[config.mk]
export PLATFORM = sky130hd
export DESIGN_NAME = debug_bus_arbiter
export DESIGN_NICKNAME = d
export VERILOG_FILES = /design/src/rtl/debug_pkg.sv /design/src/rtl/halt_watchdog.sv /design/src/rtl/debug_bus_arbiter.sv
export SDC_FILE = /design/constraint.sdc
export NUM_CORES = 1
export LEC_CHECK = 0
export CAP_MARGIN = 40
export CORE_ASPECT_RATIO = 1.25
export CORE_MARGIN = 8
export CORE_UTILIZATION = 30
export CTS_CLUSTER_SIZE = 10
export DETAILED_ROUTE_END_ITERATION = 10
export SLEW_MARGIN = 20
export SYNTH_ARGS = -nofsm -noshare
export SYNTH_HDL_FRONTEND = slang
export SYNTH_HIERARCHICAL = 1
export SYNTH_SLANG_ARGS = --single-unit
[constraint.sdc]
create_clock -name clk -period 2.1 [get_ports clk]
set_input_delay 0.42 -clock clk [delete_from_list [all_inputs] [get_ports clk]]
set_output_delay 0.42 -clock clk [all_outputs]
set_load 0.05 [all_outputs]
[src/rtl/debug_pkg.sv]
// Shared definitions for the debug bus arbiter: 3-bit state encodings and the
// default control-word width, also used by the monitor firmware model.
package debug_pkg;

    localparam int DEFAULT_CW_WIDTH = 32;

    typedef enum logic [2:0] {
        ST_RUN       = 3'd0,
        ST_HALT_PEND = 3'd1,
        ST_STEPPING  = 3'd2,
        ST_HALTED    = 3'd3,
        ST_INJECT    = 3'd4,
        ST_RESUME    = 3'd5
    } state_t;

    // Microcode control logic must be tristated whenever the arbiter could own the bus.
    function automatic logic ctrl_tristated(state_t s);
        return (s == ST_HALTED) || (s == ST_INJECT) || (s == ST_RESUME);
    endfunction

    function automatic logic is_halted(state_t s);
        return (s == ST_HALTED) || (s == ST_INJECT);
    endfunction

endpackage

[src/rtl/halt_watchdog.sv]
// Counts cycles spent waiting for an instruction boundary and flags when the
// halt has to be forced. HALT_TIMEOUT = 0 disables the watchdog.
module halt_watchdog #(
    parameter int HALT_TIMEOUT = 16
) (
    input  logic clk,
    input  logic rstn,
    input  logic clear,
    input  logic enable,
    output logic expired
);

    localparam int CNT_W = $clog2(HALT_TIMEOUT) + 1;
    localparam logic [CNT_W-1:0] CNT_MAX = '1;
    localparam logic [CNT_W-1:0] LIMIT   = CNT_W'(HALT_TIMEOUT - 1);

    logic [CNT_W-1:0] count_q;
    logic [CNT_W-1:0] count_d;

    // Saturating counter: it must never wrap back into a non-expired value.
    always_comb begin
        count_d = count_q;
        if (clear) begin
            count_d = '0;
        end else if (enable && (count_q != CNT_MAX)) begin
            count_d = count_q + CNT_W'(1);
        end
    end

    always_ff @(posedge clk or negedge rstn) begin
        if (!rstn) begin
            count_q <= '0;
        end else begin
            count_q <= count_d;
        end
    end

    assign expired = (HALT_TIMEOUT != 0) && enable && (count_q == LIMIT);

endmodule

[src/rtl/debug_bus_arbiter.sv]
// Run/halt/single-step arbiter for the shared control-word bus: microcode owns
// the bus while running, the debug host injects words while halted.
module debug_bus_arbiter
    import debug_pkg::*;
#(
    parameter int CW_WIDTH     = DEFAULT_CW_WIDTH,
    parameter int HALT_TIMEOUT = 16,
    parameter bit RESET_HALTED = 1'b0
) (
    input  logic                clk,
    input  logic                rstn,
    input  logic                instr_end,
    input  logic                dbg_halt,
    input  logic                dbg_step,
    input  logic                dbg_run,
    input  logic                dbg_cw_valid,
    input  logic [CW_WIDTH-1:0] dbg_cw,
    output logic                dbg_cw_ready,
    output logic                ctrlen,
    output logic [CW_WIDTH-1:0] cw_out,
    output logic                cw_oe,
    output logic                halted,
    output logic                halt_forced
);

    localparam state_t RESET_STATE = RESET_HALTED ? ST_HALTED : ST_RUN;

    state_t              state_q, state_d;
    logic                step_q, step_d;
    logic                halt_forced_q, halt_forced_d;
    logic [CW_WIDTH-1:0] cw_out_q, cw_out_d;
    logic                ctrlen_q, ctrlen_d;
    logic                cw_oe_q, cw_oe_d;
    logic                halted_q, halted_d;
    logic                wd_enable;
    logic                wd_expired;

    assign wd_enable = (state_q == ST_HALT_PEND) || (state_q == ST_STEPPING);

    halt_watchdog #(
        .HALT_TIMEOUT(HALT_TIMEOUT)
    ) u_watchdog (
        .clk    (clk),
        .rstn   (rstn),
        .clear  (!wd_enable),
        .enable (wd_enable),
        .expired(wd_expired)
    );

    always_comb begin
        state_d       = state_q;
        step_d        = step_q;
        halt_forced_d = halt_forced_q;
        cw_out_d      = cw_out_q;
        case (state_q)
            ST_RUN: begin
                if (dbg_halt) state_d = ST_HALT_PEND;
            end
            ST_HALT_PEND, ST_STEPPING: begin
                if (instr_end) begin
                    state_d = ST_HALTED;
                end else if (wd_expired) begin
                    state_d       = ST_HALTED;
                    halt_forced_d = 1'b1;
                end
            end
            ST_HALTED: begin
                // Inject beats step/run; a pulse arriving alongside it is dropped.
                if (dbg_cw_valid) begin
                    cw_out_d = dbg_cw;
                    state_d  = ST_INJECT;
                end else if (dbg_step) begin
                    step_d  = 1'b1;
                    state_d = ST_RESUME;
                end else if (dbg_run && !dbg_halt) begin
                    step_d  = 1'b0;
                    state_d = ST_RESUME;
                end
            end
            ST_INJECT: begin
                cw_out_d = '0;
                state_d  = ST_HALTED;
            end
            ST_RESUME: begin
                halt_forced_d = 1'b0;
                state_d       = step_q ? ST_STEPPING : ST_RUN;
            end
            default: begin
                state_d = RESET_STATE;
            end
        endcase

        // Registered outputs decode the next state so both enables switch on the same edge.
        ctrlen_d = ctrl_tristated(state_d);
        cw_oe_d  = (state_d == ST_INJECT);
        halted_d = is_halted(state_d);
    end

    always_ff @(posedge clk or negedge rstn) begin
        if (!rstn) begin
            state_q       <= RESET_STATE;
            step_q        <= 1'b0;
            halt_forced_q <= 1'b0;
            cw_out_q      <= '0;
            ctrlen_q      <= RESET_HALTED;
            cw_oe_q       <= 1'b0;
            halted_q      <= RESET_HALTED;
        end else begin
            state_q       <= state_d;
            step_q        <= step_d;
            halt_forced_q <= halt_forced_d;
            cw_out_q      <= cw_out_d;
            ctrlen_q      <= ctrlen_d;
            cw_oe_q       <= cw_oe_d;
            halted_q      <= halted_d;
        end
    end

    assign dbg_cw_ready = (state_q == ST_HALTED);
    assign ctrlen       = ctrlen_q;
    assign cw_out       = cw_out_q;
    assign cw_oe        = cw_oe_q;
    assign halted       = halted_q;
    assign halt_forced  = halt_forced_q;

endmodule

# Word level (Yosys, flattened, before mapping)
# Cells that the tools add are included.
[word_totals] wordCells=56 ff_bits=45 input_bits=39
[op_classes] n_mux=17 bitwise_logic=1 n_addsub=1 n_reduce_logical=15 eq_ne=14
[ops] cell="32-bit one-hot mux with 2 select lines" n=1
[ops] cell="32-bit two-way mux" n=1
[ops] cell="3-bit two-way mux" n=6
[ops] cell="3-bit one-hot mux with 5 select lines" n=1
[ops] cell="3-bit equality test (second input constant)" n=4
[ops] cell="5-bit two-way mux" n=2
[ops] cell="3-bit by 2-bit equality test with 1-bit output (second input constant)" n=3
[ops] cell="2-bit != test (second input constant)" n=3
[ops] cell="3-bit AND reduction" n=2
[ops] cell="2-bit nonzero test" n=3
[ops] cell="5-bit by 1-bit adder with 5-bit output (second input constant)" n=1
[ops] cell="5-bit by 4-bit equality test with 1-bit output (second input constant)" n=1
[ops] cell="5-bit != test (second input constant)" n=1
[ops] cell="1-bit two-way mux" n=4
[ops] cell="3-bit by 1-bit equality test with 1-bit output (second input constant)" n=1
[ops] cell="1-bit logical AND" n=3
[ops] cell="3-bit logical NOT" n=1
[ops] cell="1-bit logical OR" n=3
[ops] cell="2-bit two-way mux" n=1
[ops] cell="2-bit by 1-bit != test with 1-bit output (second input constant)" n=1
[ops] cell="1-bit one-hot mux with 2 select lines" n=1
[ops] cell="2-bit AND reduction" n=1
[ops] cell="2-bit OR reduction" n=1
[ops] cell="1-bit logical NOT" n=1
[ops] cell="1-bit inverter" n=1

# Longest topological paths before layout
[depth] ltp_word=9 depth_mapped=9 depth_no_buf=8

# Cells and area by module
# Netlist, hierarchy kept.
[by_module_without_submodules] mod="debug_bus_arbiter" area_each_um2=1689.1 seq_area_each_um2=1001.0 n_inst=1 cells_each=184
[by_module_without_submodules] mod="halt_watchdog" area_each_um2=280.3 seq_area_each_um2=125.1 n_inst=1 cells_each=25

# Worst setup path before layout
# No wires, ideal clock.
[synth_timing] path_type="register to register" start="register u_watchdog.count_q[0]" end="register u_watchdog.count_q[3]" arrival_time_ns=1.564 setup_slack_ns=0.408 path_stages_with_launch=7 synth_period_minus_slack_ns=1.692 path_cell_list="dfrtp_1 ha_1 and3_1 ha_1 nor2b_4 nand4_1 mux2_1"
[synth_via] elab_chain_len=3 elab_cells_between_ends=6
[synth_lines] item="from (decl)" line="halt_watchdog.sv:17" source="logic [CNT_W-1:0] count_q;"
[synth_lines] item="from (signal assigned)" line="halt_watchdog.sv:34" source="count_q <= count_d;"
[synth_lines] item="5-bit by 1-bit adder with 5-bit output / 5-bit != test (equally long branches)" line="halt_watchdog.sv:26, halt_watchdog.sv:25"
[synth_lines] item="5-bit two-way mux / 1-bit logical AND (equally long branches)" line="halt_watchdog.sv:25" source="end else if (enable && (count_q != CNT_MAX)) begin"
[synth_lines] item="5-bit two-way mux / 2-bit != test (equally long branches)"
# Parallel ways exist; a longest one is shown, timed or not. The select of a mux whose other input is x is not followed.
# A chain may end at the register's enable or synchronous reset.

# Worst setup path after layout
[layout_timing] start="register cw_out_q[30], in the netlist cw_out[30]" end="output port cw_out[30]"
[layout_rtl] item="from (decl)" line="debug_bus_arbiter.sv:31" source="logic [CW_WIDTH-1:0] cw_out_q, cw_out_d;"
[layout_rtl] item="from (signal assigned)" line="debug_bus_arbiter.sv:112" source="cw_out_q <= cw_out_d;"
[layout_rtl] item="to (decl)" line="debug_bus_arbiter.sv:20" source="output logic [CW_WIDTH-1:0] cw_out,"
# No word-level cell between the ends.

==> out/metrics.csv <==
stage,metric,value,unit
drt,Pre-Repair DR Iteration Count,4,
sta,min cycle time layout,1910,ps
critical_path,critical path depth,1,
critical_path,critical path class,reg -> out,
finish,final instance area,2900,um^2
drt,Avg WL per Cell,13.6,um
synthesis,Synth area leader,dfrtp_1,
finish,share of layout cells above drive strength 1,7.02,%
placement,DP Wirelength,3740,um
outcome,status,"finished, final reports clean",
finish,Area Growth Syn to Fin,47.3,%
critical_path,Worst EP required,1680,ps
synthesis,sequential fraction of the synthesis area,57.2,%
sta,Slew HR,61.7,%
synthesis,Commonest cells post-synth,"nand2_1, dfrtp_1, nand3_1",
placement,port buffer count,75,
placement,routability cong.,0.727,
sta,final period utilization,90.9,%
power,switching part of the total,47.9,%
finish,nets,326,
power,Max VDD drop,0.577,mV
critical_path,Bufs and invs on worst path,1,
critical_path,crit-path max FO,2,
placement,DP Worst Slack,245,ps
sta,Max Slew Vio Count,0,
synthesis,synthesized area,1970,um^2
synthesis,syn_area_per_cell,9.42,um^2
clock_tree,Clock Latency Late Sink,290,ps
die,die height,107,um
critical_path,Worst EP arrival,1490,ps
power,total power draw,4.77,mW
sta,fin worst setup slack,191,ps
clock_tree,postcts setup bufs,0,
synthesis,"count leader, synth",nand2_1,
critical_path,CP max stage delay,850,ps
sta,RSZ-0062 raised after global routing,false,
synthesis,top post-synthesis cells by area,"dfrtp_1, nand2_1, nand3_1",
drt,DR vias/cell,4.39,
sta,Worst Clk Skew,6.02,ps
power,Pint,2.48,mW
power,Power Dens Cells,1640,nW/um^2
clock_tree,CTS resizes,0,
power,Gate power share,57.7,%
synthesis,post-synth cell types,36,
finish,"Core Util, Final",45.0,%
sta,Peak Freq,524,MHz
clock_tree,hold_buf cts,0,
synthesis,YS warnings,6,
critical_path,CP max-delay cell,clkdlybuf4s50_1,
clock_tree,root buf cell,clkbuf_8,
grt,Tot GR Track Use,11.2,%
die,core area,6440,um^2
die,Die W,88.5,um
drt,Routed Antenna Nets,0,
power,Psw,2.29,mW
sta,setup violators final,0,
synthesis,syn_nets,251,
placement,Area after DPL,2800,um^2
hold_path,Hold Crit Class,in -> async,
clock_tree,Max H-tree Level,2,
sta,setup_tns,0,ps
drt,via count,1633,
clock_tree,clock sink count,45,
synthesis,Post-synth EDFFs,0,
critical_path,worst path cell trace,clkdlybuf4s50_1,
die,starting density of the core,30.6,%
die,Std-Cell Rows,33,
synthesis,post-synth top area share,57.2,%
sta,Slew @ Worst Pin,572,ps
power,LEAKAGE,1.40,nW
flow_run,max_cap viols,0,
synthesis,Post-synth top flop,dfrtp_1,
grt,vias in the first global route,1761,
synthesis,"FFs w/ async S/R, synth",100,%
synthesis,Mapped Cells,209,
clock_tree,TritonCTS clock tree,yes,
grt,largest net degree at the start of global routing,34,
critical_path,CP Capture Type,output port,
critical_path,startpoint type of the worst setup path,register,
die,I/O pin count,76,
power,fraction of power consumed by the clock network,12.2,%
clock_tree,cts bufs inserted,5,
critical_path,crit-path leading delay family,buffers and inverters,
power,sequential power share,30.2,%
clock_tree,clock tree buffer depth,2,
grt,GR Overflow Total,0,
grt,initial antenna violation count,0,
sta,"Hold Vio Cnt, Final",0,
drt,drt total wl,5080,um
finish,Antenna Cells,0,
drt,DRC,0,
grt,first-pass GRT wire length,8380,um
critical_path,worst reg2reg path depth,8,
die,full die area,9430,um^2
drt,DRT iter0 DRCs,41,
clock_tree,clock-pin slew on the worst setup and hold paths,90,ps
synthesis,#FFs+latches synth,45,
## cell usage in the layout (no fill, tap or decap), types with 2 or more instances in the layout
cell type / instances
dfrtp_1: 45
ha_1: 3
o21ai_0: 4
nand3_1: 32
clkdlybuf4s50_1: 73
inv_1: 5
a21oi_1: 2
clkbuf_8: 7
nor3_1: 4
xor2_1: 2
nor2_1: 8
buf_4: 4
buf_12: 2
nand2_1: 70
## worst paths after layout
kind | startpoint | to | slack, ps
worst max-delay path | cw_out[30]$_DFFE_PN0P_ | cw_out[30] | 190
worst min-delay path | rstn | cw_out[24]$_DFFE_PN0P_ | 100
worst max register to register | state_q[0]$_DFF_PN0_ | halted$_DFF_PN0_ | 250
worst min register to register | cw_out[17]$_DFFE_PN0P_ | cw_out[17]$_DFFE_PN0P_ | 500
max in group asynchronous | rstn | cw_out[16]$_DFFE_PN0P_ | 1480
min in group clk | cw_out[17]$_DFFE_PN0P_ | cw_out[17]$_DFFE_PN0P_ | 500
## registers in the layout (all words and copies together), names as in the netlist
signal and flops:
ctrlen 1, cw_oe 1, cw_out 32, halt_forced 1
halted 1, state_q 3, step_q 1, u_watchdog/count_q 5
## routing by layer
metal  vias up  track usage, %  part of all wire (%)
met5         -               0                     0
met4         0            3.64                   1.2
met3         7            3.67                   7.4
met2        45            19.8                    49
met1       752            12.1                    42
li1        829               -                     -
## kinds of logic after synthesis
logic type | after synthesis | synth area share (%)
simple gates | 125 | 28.7
flops | 45 | 57.2
fa+ha+maj | 3 | 1.91
xor+xnor | 3 | 1.33
compound gates | 13 | 4.26
buf+inv | 18 | 5.59
mux | 2 | 1.08
## power by group through the flow
stage	sequential, mW	clock (mW)	combinational, mW
floorplan	2.38	0	0.972
global placement	1.45	0	2.77
detailed placement	1.45	0	2.79
CTS	1.44	0.613	2.79
global route	1.48	0.640	2.95
finish	1.44	0.580	2.75
## cell type report
cell class	instances	area [um^2]
Multi-Input combinational cell	146	733
Sequential cell	45	1130
Tap cell	87	109
Clock inverter	1	5.00
Inverter	6	25.0
Clock buffer	7	96.3
Fill cell	660	3540
Timing Repair Buffer	80	806
## stage by stage
step | instances | hold WS (ps)
global route | 372 | 140
detailed placement | 364 | 433
global placement | 364 | 434
floorplan | 209 | 124
CTS | 372 | 107
finish | 372 | 98.0
(Power assumes the default switching activity.)
==> RTL edit, RTL diff (same flow settings) <==
`HALT_TIMEOUT` is set to 16 in 2 places; all go to 8.
--- a/src/rtl/halt_watchdog.sv
+++ b/src/rtl/halt_watchdog.sv
@@ -1,7 +1,7 @@
 // Counts cycles spent waiting for an instruction boundary and flags when the
 // halt has to be forced. HALT_TIMEOUT = 0 disables the watchdog.
 module halt_watchdog #(
-    parameter int HALT_TIMEOUT = 16
+    parameter int HALT_TIMEOUT = 8
 ) (
     input  logic clk,
     input  logic rstn,
--- a/src/rtl/debug_bus_arbiter.sv
+++ b/src/rtl/debug_bus_arbiter.sv
@@ -4,7 +4,7 @@
     import debug_pkg::*;
 #(
     parameter int CW_WIDTH     = DEFAULT_CW_WIDTH,
-    parameter int HALT_TIMEOUT = 16,
+    parameter int HALT_TIMEOUT = 8,
     parameter bit RESET_HALTED = 1'b0
 ) (
     input  logic                clk,
Behaviour: not the same (Yosys sat finds a counterexample within 10 cycles, from zero or initial values and one cycle with rstn low).
==> RTL edit against the original RTL <==
- utilization rose by 1.1 points
- synthesized area fell by 2.6%
- combinational power rose by 1%
- hold slack improved by 0.0043 ns
- non-clock buffer count rose by 1
- fmax fell by 0.75%
- sequential cell count fell by 1
- design area fell by 1.9%
- routed wire length rose by 0.32%
- count of clock-buffer cells in the layout did not move
- total power fell by 0.78%
- setup slack got worse by 0.014 ns
- sequential share of layout area fell by 0.15 points
- critical endpoint is now cw_out[29]
==> RTL edit: results (changes against the original RTL) <==
route:
  drc: 0  # unchanged
  wl_met2_um: 2540  # +1.0%
  dr.pass1.iters: 6  # +2
  wire_per_inst_um: 13.9  # +2.0%
  highest_layer: "met4"
  wl_um: 5090  # +0.32%
  wl_met1_um: 2010  # -5.2%
  drtIter0Drc: 61  # +49%
  num_vias: 1657  # +1.5%
  wl_met3_um: 454  # +20%
clock_network:
  clock_path_buffers: 2  # unchanged
  path_clk_slew_ns: 0.08
  root_buffer: "clkbuf_8"
  ctsResizeCount: 0  # unchanged
  post_cts_buffers: 0  # unchanged
  clkLatencyLatePin_ns: 0.29  # about the same
global_routing:
  met1_usage_pct: 12.6  # +0.42 points
  grt_usage_pct: 11.6  # +0.36 points
  grt_pass1_vias: 1763  # +0.11%
  use_met2_pct: 19.5  # -0.25 points
  grt_pass1_wl_um: 8530  # +1.7%
  met3_usage_pct: 4.90  # +1.2 points
  antenna_found_initial: 0  # unchanged
  grt_start_max_net_pins: 34  # unchanged
power:
  p_leak_uw: 0.00134  # -4.0%
  internal_power_uw: 2450  # -1.5%
  ir_worst_vdd_mv: 0.639  # +11%
synthesis:
  synth_compound_area_share_pct: 5.74  # +1.5 points
  synth_area_per_cell_sq_um: 9.40  # -0.22%
  muxShareOfSynthArea_pct: 1.30  # +0.22 points
  synth_fa_ha_area_share_pct: 0.652  # -1.3 points
  synth_common_cells: "nand2_1 (70), dfrtp_1 (44), nand3_1 (32), nor3_1 (6)"
  ys_types: 33  # -8.3%
  syn_nets: 244  # -2.8%
  async_flop_share_pct: 100  # unchanged
  yosysWarnings: 6  # unchanged
  synth-xor-area-share_pct: 0.457  # -0.88 points
  yosysSeqAreaShare_pct: 57.4  # +0.22 points
  netlist_top_cells_area: "dfrtp_1 (57%), nand2_1 (14%), nand3_1 (8.3%), buf_6 (2.3%), nor3_1 (1.6%)"
final_layout:
  layout-drive-gt1-share_pct: 7.83  # +0.81 points
  n_antenna_cell: 0  # unchanged
  nFillCells: 656  # -0.61%
  nets: 320  # -1.8%
  largest_register_ffs: 32  # unchanged
worst_setup_path:
  reg2reg_depth: 8  # unchanged
  cp_max_fo: 2  # unchanged
  worst_path_largest_cell_delay_ns: 0.82  # -0.03 ns
  rrSetupSlack_ns: 0.29  # +0.04 ns
place:
  hpwlAfterDp_um: 3740  # about the same
  place_congestion: 0.827  # +14%
  placed_area_sq_um: 2750  # -1.7%
  place_inst: 358  # -1.6%
  place_ws_ns: 0.309  # +0.0640 ns
timing:
  slew_headroom_pct: 64.0  # +2.3 points
  fin_crit_sh_pct: 91.6  # +0.68 points
  fin_skew_ns: 0.0105  # +0.00450 ns
  hold_ws_ns: 0.102  # +0.00432 ns
run_status:
  status: "completed"
min_path:
  min_path_type: "primary input to async pin"
-- RTL edit: final cells by class --
class                           count  area (sq um)  share of cell area (%)
Tap cell                           85           106                    3.74
Timing Repair Buffer               81           813                    28.6
Sequential cell                    44          1100                    38.7
Multi-Input combinational cell    141           703                    24.7
Clock buffer                        7          86.3                    3.03
Clock inverter                      1          7.51                   0.264
Inverter                            7          28.8                    1.01
-- RTL edit: path summary, 6_finish.rpt --
check	to	start
max reg2reg	halted	state_q[0]
min in group clk	cw_out[16]	cw_out[16]
max	cw_out[29]	cw_out[29]
max in group asynchronous	state_q[2]	rstn
min reg2reg	cw_out[16]	cw_out[16]
min	u_watchdog/count_q[0]	rstn
-- RTL edit: power by group through the flow --
stage          clock network [uW]  registers [uW]  logic (uW)
2_1_floorplan                   0            2350         981
3_3_place_gp                    0            1400        2810
3_5_place_dp                    0            1400        2830
4_1_cts                       578            1390        2840
5_1_grt                       618            1440        3000
6_report                      551            1390        2790
